--- config.mk ---
export PLATFORM = sky130hd
export DESIGN_NAME = acc_seq_ctrl_flat
export DESIGN_NICKNAME = d
export VERILOG_FILES = /design/src/rtl/acc_seq_ctrl_if.sv /design/src/rtl/acc_seq_ctrl.sv /design/src/flat_wrapper.sv
export SDC_FILE = /design/constraint.sdc
export NUM_CORES = 1
export LEC_CHECK = 0
export CORE_ASPECT_RATIO = 1.75
export CORE_UTILIZATION = 45
export CTS_BUF_LIST = sky130_fd_sc_hd__clkbuf_8 sky130_fd_sc_hd__clkbuf_16
export DETAILED_ROUTE_END_ITERATION = 6
export PLACE_DENSITY_LB_ADDON = 0.3
export SYNTH_ARGS = -nofsm -noshare
export SYNTH_HDL_FRONTEND = slang
export SYNTH_SLANG_ARGS = --single-unit
--- constraint.sdc ---
create_clock -name clk -period 5.1 [get_ports clk]
set_clock_uncertainty 0.2 [all_clocks]
set_input_delay 1.02 -clock clk [delete_from_list [all_inputs] [get_ports clk]]
set_output_delay 1.02 -clock clk [all_outputs]
set_load 0.005 [all_outputs]
--- src/rtl/acc_seq_ctrl_if.sv ---
// Bundle of requester handshakes, job status and accumulator datapath hookup
// for the accumulator sequencer. slave = controller side, master = environment.
interface acc_seq_ctrl_if #(
  parameter int DATA_W = 6,
  parameter int CNT_W  = 4
);
  logic              i_req0;
  logic [DATA_W-1:0] i_op0;
  logic [CNT_W-1:0]  i_cnt0;
  logic              o_gnt0;
  logic              i_req1;
  logic [DATA_W-1:0] i_op1;
  logic [CNT_W-1:0]  i_cnt1;
  logic              o_gnt1;
  logic              o_busy;
  logic              o_done;
  logic              o_owner;
  logic [DATA_W-1:0] o_result;
  logic              o_ovf;
  logic [DATA_W-1:0] o_operand;
  logic              o_acc_clr;
  logic              o_acc_en;
  logic [DATA_W-1:0] i_acc_data;
  logic              i_acc_ovf;

  modport slave (
    input  i_req0, i_op0, i_cnt0, i_req1, i_op1, i_cnt1, i_acc_data, i_acc_ovf,
    output o_gnt0, o_gnt1, o_busy, o_done, o_owner, o_result, o_ovf,
           o_operand, o_acc_clr, o_acc_en
  );

  modport master (
    output i_req0, i_op0, i_cnt0, i_req1, i_op1, i_cnt1, i_acc_data, i_acc_ovf,
    input  o_gnt0, o_gnt1, o_busy, o_done, o_owner, o_result, o_ovf,
           o_operand, o_acc_clr, o_acc_en
  );
endinterface

--- src/rtl/acc_seq_ctrl.sv ---
// Round-robin sequencer for the shared accumulator: grant, clear, add the
// operand cnt times, capture result and sticky overflow, pulse done.
module acc_seq_ctrl #(
  parameter int DATA_W = 6,
  parameter int CNT_W  = 4
) (
  input  logic           clk,
  input  logic           i_rst_n,
  acc_seq_ctrl_if.slave  bus
);

  typedef enum logic [2:0] {IDLE, CLR, RUN, SETTLE, DONE} state_e;

  state_e            state_q, state_d;
  logic [DATA_W-1:0] op_q, result_q;
  logic [CNT_W-1:0]  cnt_q, run_q;
  logic              owner_q, last_owner_q, sticky_q, en_d_q, ovf_q;
  logic              gnt0, gnt1, acc_en, acc_clr, ovf_hit;

  // carry register is only meaningful the cycle after an enabled add
  assign ovf_hit = bus.i_acc_ovf & en_d_q;

  // arbitration, next state and datapath controls
  always_comb begin
    state_d = state_q;
    gnt0    = 1'b0;
    gnt1    = 1'b0;
    acc_en  = 1'b0;
    acc_clr = 1'b0;
    case (state_q)
      IDLE: begin
        // no grant may escape while reset is held
        if (i_rst_n) begin
          if (bus.i_req0 && (!bus.i_req1 || last_owner_q)) gnt0 = 1'b1;
          else if (bus.i_req1)                             gnt1 = 1'b1;
        end
        if (gnt0 || gnt1) state_d = CLR;
      end
      CLR: begin
        acc_clr = 1'b1;
        state_d = (cnt_q != '0) ? RUN : SETTLE;
      end
      RUN: begin
        acc_en = 1'b1;
        if (run_q == CNT_W'(1)) state_d = SETTLE;
      end
      SETTLE:  state_d = DONE;
      DONE:    state_d = IDLE;
      default: state_d = IDLE;
    endcase
  end

  // state register
  always_ff @(posedge clk or negedge i_rst_n) begin
    if (!i_rst_n) state_q <= IDLE;
    else          state_q <= state_d;
  end

  // job latch, run counter, overflow tracking and result capture
  always_ff @(posedge clk or negedge i_rst_n) begin
    if (!i_rst_n) begin
      op_q         <= '0;
      cnt_q        <= '0;
      run_q        <= '0;
      owner_q      <= 1'b0;
      last_owner_q <= 1'b1;
      sticky_q     <= 1'b0;
      en_d_q       <= 1'b0;
      result_q     <= '0;
      ovf_q        <= 1'b0;
    end else begin
      en_d_q <= acc_en;
      if (gnt0 || gnt1) begin
        op_q         <= gnt1 ? bus.i_op1  : bus.i_op0;
        cnt_q        <= gnt1 ? bus.i_cnt1 : bus.i_cnt0;
        owner_q      <= gnt1;
        last_owner_q <= gnt1;
      end
      if (state_q == CLR) begin
        run_q    <= cnt_q;
        sticky_q <= 1'b0;
      end else begin
        sticky_q <= sticky_q | ovf_hit;
      end
      if (state_q == RUN) run_q <= run_q - CNT_W'(1);
      if (state_q == SETTLE) begin
        result_q <= bus.i_acc_data;
        ovf_q    <= sticky_q | ovf_hit;
      end
    end
  end

  assign bus.o_gnt0    = gnt0;
  assign bus.o_gnt1    = gnt1;
  assign bus.o_busy    = (state_q != IDLE);
  assign bus.o_done    = (state_q == DONE);
  assign bus.o_owner   = owner_q;
  assign bus.o_result  = result_q;
  assign bus.o_ovf     = ovf_q;
  assign bus.o_operand = acc_en ? op_q : '0;
  assign bus.o_acc_clr = acc_clr;
  assign bus.o_acc_en  = acc_en;

endmodule

--- src/flat_wrapper.sv ---
// flat-port wrapper written by rule: the top's interface ports become plain ports
module acc_seq_ctrl_flat 
#(
  parameter int DATA_W = 6,
  parameter int CNT_W  = 4
)
  (clk, i_rst_n, bus_i_req0, bus_i_op0, bus_i_cnt0, bus_i_req1, bus_i_op1, bus_i_cnt1, bus_i_acc_data, bus_i_acc_ovf, bus_o_gnt0, bus_o_gnt1, bus_o_busy, bus_o_done, bus_o_owner, bus_o_result, bus_o_ovf, bus_o_operand, bus_o_acc_clr, bus_o_acc_en);
  acc_seq_ctrl_if #(.DATA_W(DATA_W), .CNT_W(CNT_W)) bus_i ();
  input  logic clk;
  input  logic i_rst_n;
  input wire logic [$bits(bus_i.i_req0)-1:0] bus_i_req0;
  input wire logic [$bits(bus_i.i_op0)-1:0] bus_i_op0;
  input wire logic [$bits(bus_i.i_cnt0)-1:0] bus_i_cnt0;
  input wire logic [$bits(bus_i.i_req1)-1:0] bus_i_req1;
  input wire logic [$bits(bus_i.i_op1)-1:0] bus_i_op1;
  input wire logic [$bits(bus_i.i_cnt1)-1:0] bus_i_cnt1;
  input wire logic [$bits(bus_i.i_acc_data)-1:0] bus_i_acc_data;
  input wire logic [$bits(bus_i.i_acc_ovf)-1:0] bus_i_acc_ovf;
  output wire logic [$bits(bus_i.o_gnt0)-1:0] bus_o_gnt0;
  output wire logic [$bits(bus_i.o_gnt1)-1:0] bus_o_gnt1;
  output wire logic [$bits(bus_i.o_busy)-1:0] bus_o_busy;
  output wire logic [$bits(bus_i.o_done)-1:0] bus_o_done;
  output wire logic [$bits(bus_i.o_owner)-1:0] bus_o_owner;
  output wire logic [$bits(bus_i.o_result)-1:0] bus_o_result;
  output wire logic [$bits(bus_i.o_ovf)-1:0] bus_o_ovf;
  output wire logic [$bits(bus_i.o_operand)-1:0] bus_o_operand;
  output wire logic [$bits(bus_i.o_acc_clr)-1:0] bus_o_acc_clr;
  output wire logic [$bits(bus_i.o_acc_en)-1:0] bus_o_acc_en;
  assign bus_i.i_req0 = bus_i_req0;
  assign bus_i.i_op0 = bus_i_op0;
  assign bus_i.i_cnt0 = bus_i_cnt0;
  assign bus_i.i_req1 = bus_i_req1;
  assign bus_i.i_op1 = bus_i_op1;
  assign bus_i.i_cnt1 = bus_i_cnt1;
  assign bus_i.i_acc_data = bus_i_acc_data;
  assign bus_i.i_acc_ovf = bus_i_acc_ovf;
  assign bus_o_gnt0 = bus_i.o_gnt0;
  assign bus_o_gnt1 = bus_i.o_gnt1;
  assign bus_o_busy = bus_i.o_busy;
  assign bus_o_done = bus_i.o_done;
  assign bus_o_owner = bus_i.o_owner;
  assign bus_o_result = bus_i.o_result;
  assign bus_o_ovf = bus_i.o_ovf;
  assign bus_o_operand = bus_i.o_operand;
  assign bus_o_acc_clr = bus_i.o_acc_clr;
  assign bus_o_acc_en = bus_i.o_acc_en;
  acc_seq_ctrl #(.DATA_W(DATA_W), .CNT_W(CNT_W)) u_core (.clk(clk), .i_rst_n(i_rst_n), .bus(bus_i));
endmodule
==> flow_summary.json, run 1 <==
{
  "globalplace.congestion": 0.801,
  "htreeDepth": 1,
  "post_drt_via_cell_ratio": 5.88,
  "cts.root.buffer_cell": "sky130_fd_sc_hd__clkbuf_8",
  "antennaDiodeCount": 0,
  "pwr-share-seq": 0.393,
  "cts.reportedPaths.clkPinSlew_ps": 90,
  "finalSetupTns_ps": 0,
  "ys_seq_area_frac": 0.523,
  "timing.critical_path.to_type": "output pin",
  "grt_pass1_wl_um": 5090,
  "crit_path_frequent_cell": "sky130_fd_sc_hd__clkdlybuf4s50_1",
  "synthesized_nets": 147,
  "cpMaxStageDelayCell": "sky130_fd_sc_hd__clkdlybuf4s50_1",
  "final.fill_count": 221,
  "timing.reg2reg.setup_slack_ps": 3090,
  "synthFlopType": "sky130_fd_sc_hd__dfrtp_1",
  "power.internal_w": 0.000720,
  "route.antenna.remaining_nets": 0,
  "synth_async_sr_flop_share": 1.00,
  "placement.cell_area_um2": 1860,
  "die_area_um2": 3210,
  "run_status": "finished, final reports clean",
  "timing.critical_path.fanout_max": 4,
  "drt_iter0_drc": 18,
  "synth_cell_types": 37,
  "postRouteWirelength_um": 3190,
  "vias_in_the_first_global_route": 1155,
  "worst-endpoint-required_ps": 3880,
  "timing_worst_slew_pin_value_ps": 993,
  "numCtsBuffers": 3,
  "synthesis.instances": 114,
  "die-height_um": 74.2,
  "grt-ovfl-total": 0,
  "vdd_drop_max_mv": 0.500,
  "pwr-share-comb": 0.441,
  "pwr_cell_area_nw_per_um2": 541,
  "layoutNonFillerInstCount": 190,
  "initial_core_util": 0.487,
  "clock_power_share": 0.166,
  "cp-start-kind": "primary input",
  "grt_antenna_before_repair": 0,
  "headroom_to_the_max_slew_limit": 0.336,
  "timing.final.crit_share": 0.773,
  "cts_sinks": 28,
  "cpPeakStageDelay_ps": 530,
  "port_buffers": 50,
  "rr_worst_depth": 3,
  "critical_path_arrival_ps": 2720,
  "drt_first_pass_iters": 4,
  "period_needed_ps": 3940,
  "cts_tree": "built",
  "yosysWarningCount": 0,
  "proportion_of_layout_cells_with_a_drive_suffix_above_1": 0.123,
  "routedWlPerCell_um": 16.8,
  "design.final.nets": 197,
  "syn_area_per_cell_um2": 11.8,
  "post-place-cells": 186,
  "whs_path_depth": 1,
  "worst_skew_pair.late_latency_ps": 270,
  "critical_path.cell_chain": "clkdlybuf4s50_1, or4b_4, nor3_1, clkdlybuf4s50_1",
  "worst_setup_path_class": "in2out",
  "cts-resized-gates": 0,
  "report.power.total_w": 0.00105,
  "layout.cells.most_common": "sky130_fd_sc_hd__clkdlybuf4s50_1",
  "synth_area_leader_cell": "sky130_fd_sc_hd__dfrtp_1",
  "post_cts_hold_buffer_count": 0,
  "post_cts.repair.setup_buffers": 0,
  "timing.final.max_slew_violations": 0,
  "grt_usage": 0.209,
  "swShare": 0.311,
  "fin_util": 0.702,
  "synth-edff-count": 0,
  "largest_cells_by_area_after_synthesis": "sky130_fd_sc_hd__dfrtp_1 (50%), sky130_fd_sc_hd__a2bb2oi_1 (6.5%), sky130_fd_sc_hd__o32ai_1 (6.5%), sky130_fd_sc_hd__mux2_2 (5.0%), sky130_fd_sc_hd__and2_1 (2.8%)",
  "cap_viol_max_count": 0,
  "core_area_um2": 2750,
  "ys_seq_elements": 28,
  "synth.top_cell.area_share": 0.504,
  "hold_violations": 0,
  "hpwl_um": 2420,
  "switching_power_summed_over_all_nets_w": 0.000326,
  "num_vias": 1117,
  "boundaryPins": 51,
  "area_growth_syn_to_layout_pct": 44.1,
  "layout.cells.most_common_list": "sky130_fd_sc_hd__clkdlybuf4s50_1 (50), sky130_fd_sc_hd__dfrtp_1 (27), sky130_fd_sc_hd__o32ai_1 (10), sky130_fd_sc_hd__a2bb2oi_1 (10)",
  "clock.fmax_ghz": 0.254,
  "post-route-drc-count": 0,
  "finalInstanceArea_um2": 1930,
  "setup_viol": 0,
  "mappedNetlistArea_um2": 1340,
  "horiz_die_dim_um": 43.3,
  "worstHoldPathType": "reg2reg",
  "rsz_0062_raised_after_global_routing": "no",
  "std_cell_rows": 25,
  "maximum_clock_path_buffer_count": 2,
  "p_leak_nw": 0.789,
  "pin_count_of_the_biggest_net_entering_global_routing": 31
}
-- critical path, delay by kind of cell --
kind	cells	cell delay [ps]
buffers and inverters	2	1000
AND/OR/NAND/NOR	2	700
-- area by class of cell --
| type | instances | area (um^2) | share of cell area |
|---|---|---|---|
| clock inverter | 1 | 30.0 | 0.0155 |
| timing repair buffer | 52 | 515 | 0.267 |
| sequential | 28 | 702 | 0.363 |
| clock buffer | 3 | 41.3 | 0.0214 |
| inverter | 5 | 18.8 | 0.00971 |
| multi-input combinational | 74 | 592 | 0.306 |
| tap | 27 | 33.8 | 0.0175 |
-- final timing paths --
kind / start / to
worst max-delay path: i_rst_n / bus_o_gnt0
worst min-delay path: u_core.run_q[3] / u_core.run_q[3]
worst max register to register: u_core.state_q[1] / u_core.last_owner_q
worst min register to register: u_core.run_q[3] / u_core.run_q[3]
max in group asynchronous: i_rst_n / u_core.last_owner_q
min in group asynchronous: i_rst_n / u_core.bus.o_owner
-- power by group through the flow --
stage | Sequential, W | Combinational, W | Clock (W)
2_1_floorplan | 0.000385 | 0.000264 | 0
4_1_cts | 0.000410 | 0.000467 | 0.000177
5_1_grt | 0.000425 | 0.000502 | 0.000187
3_5_place_dp | 0.000415 | 0.000464 | 0
3_3_place_gp | 0.000409 | 0.000450 | 0
6_report | 0.000411 | 0.000461 | 0.000173
-- layer usage --
metal  vias to the layer above  global-route usage  share of wire  routed length, um
met3                         4              0.0413          0.040                129
li1                        531                   -              -                  -
met2                        32               0.373           0.53               1690
met4                         0              0.0572          0.012                 38
met1                       550               0.253           0.42               1330
met5                         -                   0              0                  0
-- metrics by stage --
stage          setup slack (ps)  hold slack [ps]
2_1_floorplan              2140              247
3_3_place_gp               1140              264
3_5_place_dp               1150              281
4_1_cts                    1140              295
5_1_grt                    1050              314
6_report                   1160              292
-- synth_stat cells (all sizes together) (2+ instances only) --
| cell | number |
|---|---|
| ha | 2 |
| nor3b | 2 |
| and2 | 7 |
| o32ai | 10 |
| nor2 | 7 |
| dfrtp | 27 |
| mux2 | 6 |
| a2bb2oi | 10 |
| buf | 2 |
| a311oi | 2 |
| o21ai | 3 |
| nand2 | 2 |
| inv | 5 |
| a211oi | 2 |
| nor3 | 2 |
| a21oi | 2 |
| or3 | 2 |
| nor4b | 2 |
| clkbuf | 5 |
-- flip-flops by register name, indices dropped and copies added, names as in the netlist --
signal / cells
u_core.bus.o_result: 6
u_core.op_q: 6
u_core.cnt_q: 4
u_core.run_q: 4
u_core.state_q: 3
u_core.bus.o_ovf: 1
u_core.bus.o_owner: 1
u_core.en_d_q: 1
u_core.last_owner_q: 1
u_core.sticky_q: 1
-- logic make-up after synthesis --
logic type | count (synthesis) | synth area share
compound gates | 35 | 0.212
fa+ha+maj | 2 | 0.0187
buf+inv | 12 | 0.0401
flops | 28 | 0.523
mux | 6 | 0.0504
simple gates | 31 | 0.156
Power figures use the tool's default switching activity.
==> run 2: changes to the inputs <==
--- a/config.mk
+++ b/config.mk
@@ -6,7 +6,7 @@
 export NUM_CORES = 1
 export LEC_CHECK = 0
 export CORE_ASPECT_RATIO = 1.75
-export CORE_UTILIZATION = 45
+export CORE_UTILIZATION = 39
 export CTS_BUF_LIST = sky130_fd_sc_hd__clkbuf_8 sky130_fd_sc_hd__clkbuf_16
 export DETAILED_ROUTE_END_ITERATION = 6
 export PLACE_DENSITY_LB_ADDON = 0.3
==> constraint.sdc (replaced) <==
create_clock -name clk -period 3.55 [get_ports clk]
set_clock_uncertainty 0.2 [all_clocks]
set_input_delay 0.71 -clock clk [delete_from_list [all_inputs] [get_ports clk]]
set_output_delay 0.71 -clock clk [all_outputs]
set_load 0.005 [all_outputs]
==> run 2 against run 1 <==
Against the previous run: setup slack worse by 970 ps; non-clock buffer count increased by 1; sequential power is 44% higher; wire length grew 4.5%; via count increased by 1.6%; combinational power is 46% higher; final area is 0.58% higher; worst hold slack better by 3.1 ps; cell count is 8.9% higher; clock-buffer cell count is 1 higher; die area up 15%; sequential share of layout area fell by 0.21 points.
==> flow_summary.json, run 2 (same netlist as run 1, synthesis figures left out) <==
{
  "period_needed_ps": 3360,
  "placement.cell_area_um2": 1890,
  "highest_layer": "met4",
  "antennaDiodeCount": 0,
  "cts-resized-gates": 0,
  "post_drt_via_cell_ratio": 5.48,
  "fin_util": 0.606,
  "hpwl_um": 2590,
  "worstHoldPathType": "reg2reg",
  "post_cts.repair.setup_buffers": 0,
  "clock.fmax_ghz": 0.297,
  "cts.reportedPaths.clkPinSlew_ps": 90,
  "startpoint": "i_rst_n",
  "worst_skew_pair.late_latency_ps": 270,
  "layout.cells.most_common": "sky130_fd_sc_hd__clkdlybuf4s50_1",
  "drt_first_pass_iters": 4,
  "std_cell_rows": 27,
  "preCtsSetupSlack_ps": 186,
  "grt_usage": 0.204,
  "die-height_um": 79.6,
  "headroom_to_the_max_slew_limit": 0.537,
  "pwr_cell_area_nw_per_um2": 750,
  "finalInstanceArea_um2": 1940,
  "rsz_0062_raised_after_global_routing": "no",
  "sequential_cell_area_um2": 702,
  "m1WireLength_um": 1260,
  "rr_worst_depth": 3,
  "timing_worst_slew_pin_value_ps": 693,
  "p_leak_nw": 0.787,
  "postRouteWirelength_um": 3340,
  "r2r_start": "u_core.state_q[1]",
  "route.antenna.remaining_nets": 0,
  "vdd_drop_max_mv": 0.483,
  "cts_sinks": 28,
  "worst_setup_path_class": "in2out",
  "grt_antenna_before_repair": 0,
  "setup_viol": 0,
  "worst_setup_path_end": "bus_o_gnt0",
  "grt_pass1_wl_um": 5450,
  "regToRegEndpoint": "u_core.bus.o_owner",
  "htreeDepth": 1,
  "worst-endpoint-required_ps": 2640,
  "initial_core_util": 0.418,
  "drt_iter0_drc": 19,
  "timing.critical_path.to_type": "output pin",
  "met2_length_um": 1880,
  "numCtsBuffers": 3,
  "port_buffers": 50,
  "wl_met3_um": 107,
  "maximum_clock_path_buffer_count": 2,
  "globalplace.congestion": 0.762,
  "core_area_um2": 3210,
  "layout.cells.most_common_list": "sky130_fd_sc_hd__clkdlybuf4s50_1 (50), sky130_fd_sc_hd__dfrtp_1 (27), sky130_fd_sc_hd__o32ai_1 (10), sky130_fd_sc_hd__a2bb2oi_1 (10)",
  "timing.critical_path.fanout_max": 4,
  "timing.final.crit_share": 0.948,
  "boundaryPins": 51,
  "vias_in_the_first_global_route": 1193,
  "design.final.nets": 198,
  "cp-start-kind": "primary input",
  "area_growth_syn_to_layout_pct": 45.0,
  "proportion_of_layout_cells_with_a_drive_suffix_above_1": 0.128,
  "cts_tree": "built",
  "hold_violations": 0,
  "timing.final.max_slew_violations": 0,
  "combined_area_of_the_multi_input_logic_cells_um2": 592,
  "finalSetupTns_ps": 0,
  "grt-ovfl-total": 0,
  "pin_count_of_the_biggest_net_entering_global_routing": 31,
  "routedWlPerCell_um": 16.1,
  "final.fill_count": 284,
  "cap_viol_max_count": 0,
  "post-route-drc-count": 0,
  "timing.reg2reg.setup_slack_ps": 1720,
  "die_area_um2": 3690,
  "final.hold.worst_slack_ps": 295,
  "post_layout_worst_setup_margin_ps": 186,
  "horiz_die_dim_um": 46.3,
  "post_cts_hold_buffer_count": 0,
  "cts.root.buffer_cell": "sky130_fd_sc_hd__clkbuf_8",
  "run_status": "finished, final reports clean",
  "critical_path_arrival_ps": 2450,
  "num_vias": 1135
}
## run 2: critical path, stage by stage
cell and delay [ps]:
sky130_fd_sc_hd__clkdlybuf4s50_1 470, sky130_fd_sc_hd__or4b_4 520, sky130_fd_sc_hd__nor3_1 220, sky130_fd_sc_hd__clkdlybuf4s50_1 530
## run 2: worst min path at each step
| stage | from | endpoint | slack [ps] | cells past startpoint |
|---|---|---|---|---|
| 6_report | u_core.run_q[3] | u_core.run_q[3] | 290 | 1 |
| 5_1_grt | u_core.bus.o_result[3] | u_core.bus.o_result[3] | 320 | 1 |
| 4_1_cts | u_core.run_q[3] | u_core.run_q[3] | 300 | 1 |
| 3_5_place_dp | u_core.sticky_q | u_core.sticky_q | 280 | 2 |
| 3_3_place_gp | u_core.bus.o_ovf | u_core.bus.o_ovf | 270 | 2 |
| 2_1_floorplan | i_rst_n | u_core.bus.o_ovf | 210 | 0 |
## run 2: report_power, final
group	total (W)	internal (W)	switching (W)
clock network	0.000198	0.0000994	0.0000981
registers	0.000590	0.000474	0.000115
logic	0.000671	0.000413	0.000257
## run 2: layout make-up
type	instances	share of cell area
tap	43	0.0277
multi-input combinational	74	0.304
timing repair buffer	53	0.269
inverter	5	0.00965
sequential	28	0.361
clock buffer	4	0.0283
## run 2: layer usage
layer,global-route usage,up-vias
li1,-,536
met1,0.232,560
met4,0.0824,0
met2,0.360,31
met3,0.0249,8
met5,0,-
## run 2: metrics by stage
stage,total power [W],cells
2_1_floorplan,0.000932,114
3_3_place_gp,0.00125,203
3_5_place_dp,0.00127,203
4_1_cts,0.00147,207
5_1_grt,0.00155,207
6_report,0.00146,207
==> run 3: changes to the inputs <==
--- a/config.mk
+++ b/config.mk
@@ -9,7 +9,10 @@
 export CORE_UTILIZATION = 39
 export CTS_BUF_LIST = sky130_fd_sc_hd__clkbuf_8 sky130_fd_sc_hd__clkbuf_16
 export DETAILED_ROUTE_END_ITERATION = 6
+export GPL_TIMING_DRIVEN = 0
 export PLACE_DENSITY_LB_ADDON = 0.3
+export SKIP_CTS_REPAIR_TIMING = 1
+export SLEW_MARGIN = 25
 export SYNTH_ARGS = -nofsm -noshare
 export SYNTH_HDL_FRONTEND = slang
 export SYNTH_SLANG_ARGS = --single-unit
==> run 3 against run 2 <==
Against the previous run: fmax grew 1.2%; sequential cell count is the same; register-to-register slack lost 60 ps; first-iteration DRC count grew 58%; via count grew 3.7%; die area is the same; clock power is essentially flat; wire length grew 1.2%; cell count grew 1.9%; largest cell class unchanged.
==> flow_summary.json, run 3 (same netlist as run 1, synthesis figures left out) <==
{
  "regToRegEndpoint": "u_core.op_q[4]",
  "htreeDepth": 1,
  "clock.fmax_ghz": 0.301,
  "post-place-cells": 207,
  "cp-start-kind": "primary input",
  "timing.critical_path.to_type": "output pin",
  "boundaryPins": 51,
  "die-height_um": 79.6,
  "cts.root.buffer_cell": "sky130_fd_sc_hd__clkbuf_8",
  "p_leak_nw": 0.787,
  "hpwl_um": 2670,
  "die_area_um2": 3690,
  "antennaDiodeCount": 0,
  "std_cell_rows": 27,
  "hold_violations": 0,
  "design.final.nets": 202,
  "cpPeakStageDelay_ps": 580,
  "timing_worst_slew_pin_value_ps": 504,
  "final.fill_count": 290,
  "num_vias": 1177,
  "pin_count_of_the_biggest_net_entering_global_routing": 32,
  "period_needed_ps": 3320,
  "maximum_clock_path_buffer_count": 2,
  "timing.final.max_slew_violations": 0,
  "layout.cells.most_common": "sky130_fd_sc_hd__clkdlybuf4s50_1",
  "timing.reg2reg.setup_slack_ps": 1660,
  "postRouteWirelength_um": 3380,
  "drt_iter0_drc": 30,
  "proportion_of_layout_cells_with_a_drive_suffix_above_1": 0.119,
  "startpoint": "i_rst_n",
  "vias_in_the_first_global_route": 1226,
  "initial_core_util": 0.418,
  "headroom_to_the_max_slew_limit": 0.659,
  "cap_viol_max_count": 0,
  "port_buffers": 50,
  "post_drt_via_cell_ratio": 5.58,
  "horiz_die_dim_um": 46.3,
  "grt-ovfl-total": 0,
  "cts_tree": "built",
  "timing.critical_path.fanout_max": 31,
  "globalplace.congestion": 0.777,
  "core_area_um2": 3210,
  "sequential_cell_area_um2": 702,
  "drt_first_pass_iters": 4,
  "worst_skew_pair.late_latency_ps": 280,
  "layout.cells.most_common_list": "sky130_fd_sc_hd__clkdlybuf4s50_1 (49), sky130_fd_sc_hd__dfrtp_1 (27), sky130_fd_sc_hd__o32ai_1 (10), sky130_fd_sc_hd__a2bb2oi_1 (10)",
  "critical_path_arrival_ps": 2410,
  "worstHoldPathType": "in2async",
  "pwr_cell_area_nw_per_um2": 752,
  "combined_area_of_the_multi_input_logic_cells_um2": 586,
  "grt_antenna_before_repair": 0,
  "setup_viol": 0,
  "post_layout_worst_setup_margin_ps": 228,
  "grt_usage": 0.202,
  "rr_worst_depth": 4,
  "cts_sinks": 28,
  "layoutNonFillerInstCount": 211,
  "post-route-drc-count": 0,
  "routedWlPerCell_um": 16.0,
  "critical_path.cell_chain": "clkbuf_4, or4b_4, nor3_1, clkdlybuf4s50_1",
  "vdd_drop_max_mv": 0.416,
  "numCtsBuffers": 3,
  "cpMaxStageDelayCell": "sky130_fd_sc_hd__or4b_4",
  "cts.reportedPaths.clkPinSlew_ps": 100,
  "worst-endpoint-required_ps": 2640,
  "worst_setup_path_class": "in2out",
  "route.antenna.remaining_nets": 0,
  "worst_setup_path_end": "bus_o_gnt0",
  "area_growth_syn_to_layout_pct": 45.2,
  "timing.final.crit_share": 0.936,
  "run_status": "finished, final reports clean",
  "grt_pass1_wl_um": 5400,
  "r2r_start": "u_core.state_q[1]",
  "preCtsSetupSlack_ps": 20.6,
  "rsz_0062_raised_after_global_routing": "no"
}
## run 3: cell type report
cell class,instances,share of cell area
plain buffers,7,0.0180
clock buffers,4,0.0283
inverters,5,0.00963
multi-input cells,74,0.301
flip-flops and latches,28,0.360
well taps,43,0.0276
repair buffers,50,0.256
## run 3: how the worst min path moves through the flow
stage,startpoint,endpoint,slack (ps),cells after the start
floorplan,i_rst_n,u_core.bus.o_ovf,210,0
global placement,u_core.bus.o_ovf,u_core.bus.o_ovf,270,2
detailed placement,u_core.bus.o_ovf,u_core.bus.o_ovf,280,2
CTS,i_rst_n,u_core.bus.o_owner,270,1
global route,i_rst_n,u_core.bus.o_owner,190,1
finish,i_rst_n,u_core.bus.o_owner,170,1
## run 3: power breakdown
| part | switching [W] | total, W | internal (W) |
|---|---|---|---|
| logic | 0.000281 | 0.000696 | 0.000415 |
| registers | 0.0000965 | 0.000571 | 0.000475 |
| clock network | 0.0000988 | 0.000198 | 0.0000993 |
| total | 0.000476 | 0.00147 | 0.000989 |
## run 3: worst max-delay path: cells and delay by family
kind,cells,cell delay [ps]
buf+inv,2,900
simple gates,2,790
## run 3: metrics by stage
stage	util	hold WS [ps]	total power, W	setup TNS (ps)	cell area (um^2)
2_1_floorplan	-	214	0.000932	0	1340
3_3_place_gp	0.591	267	0.00124	-1640	1900
3_5_place_dp	0.589	279	0.00128	0	1890
4_1_cts	0.606	266	0.00148	0	1950
5_1_grt	0.607	188	0.00156	0	1950
6_report	0.607	170	0.00147	0	1950
## run 3: metal layers
layer,GRT usage,share of wire,vias up
li1,-,-,544
met1,0.224,0.37,582
met2,0.347,0.56,37
met3,0.0271,0.032,14
met4,0.109,0.038,0
met5,0,0,-
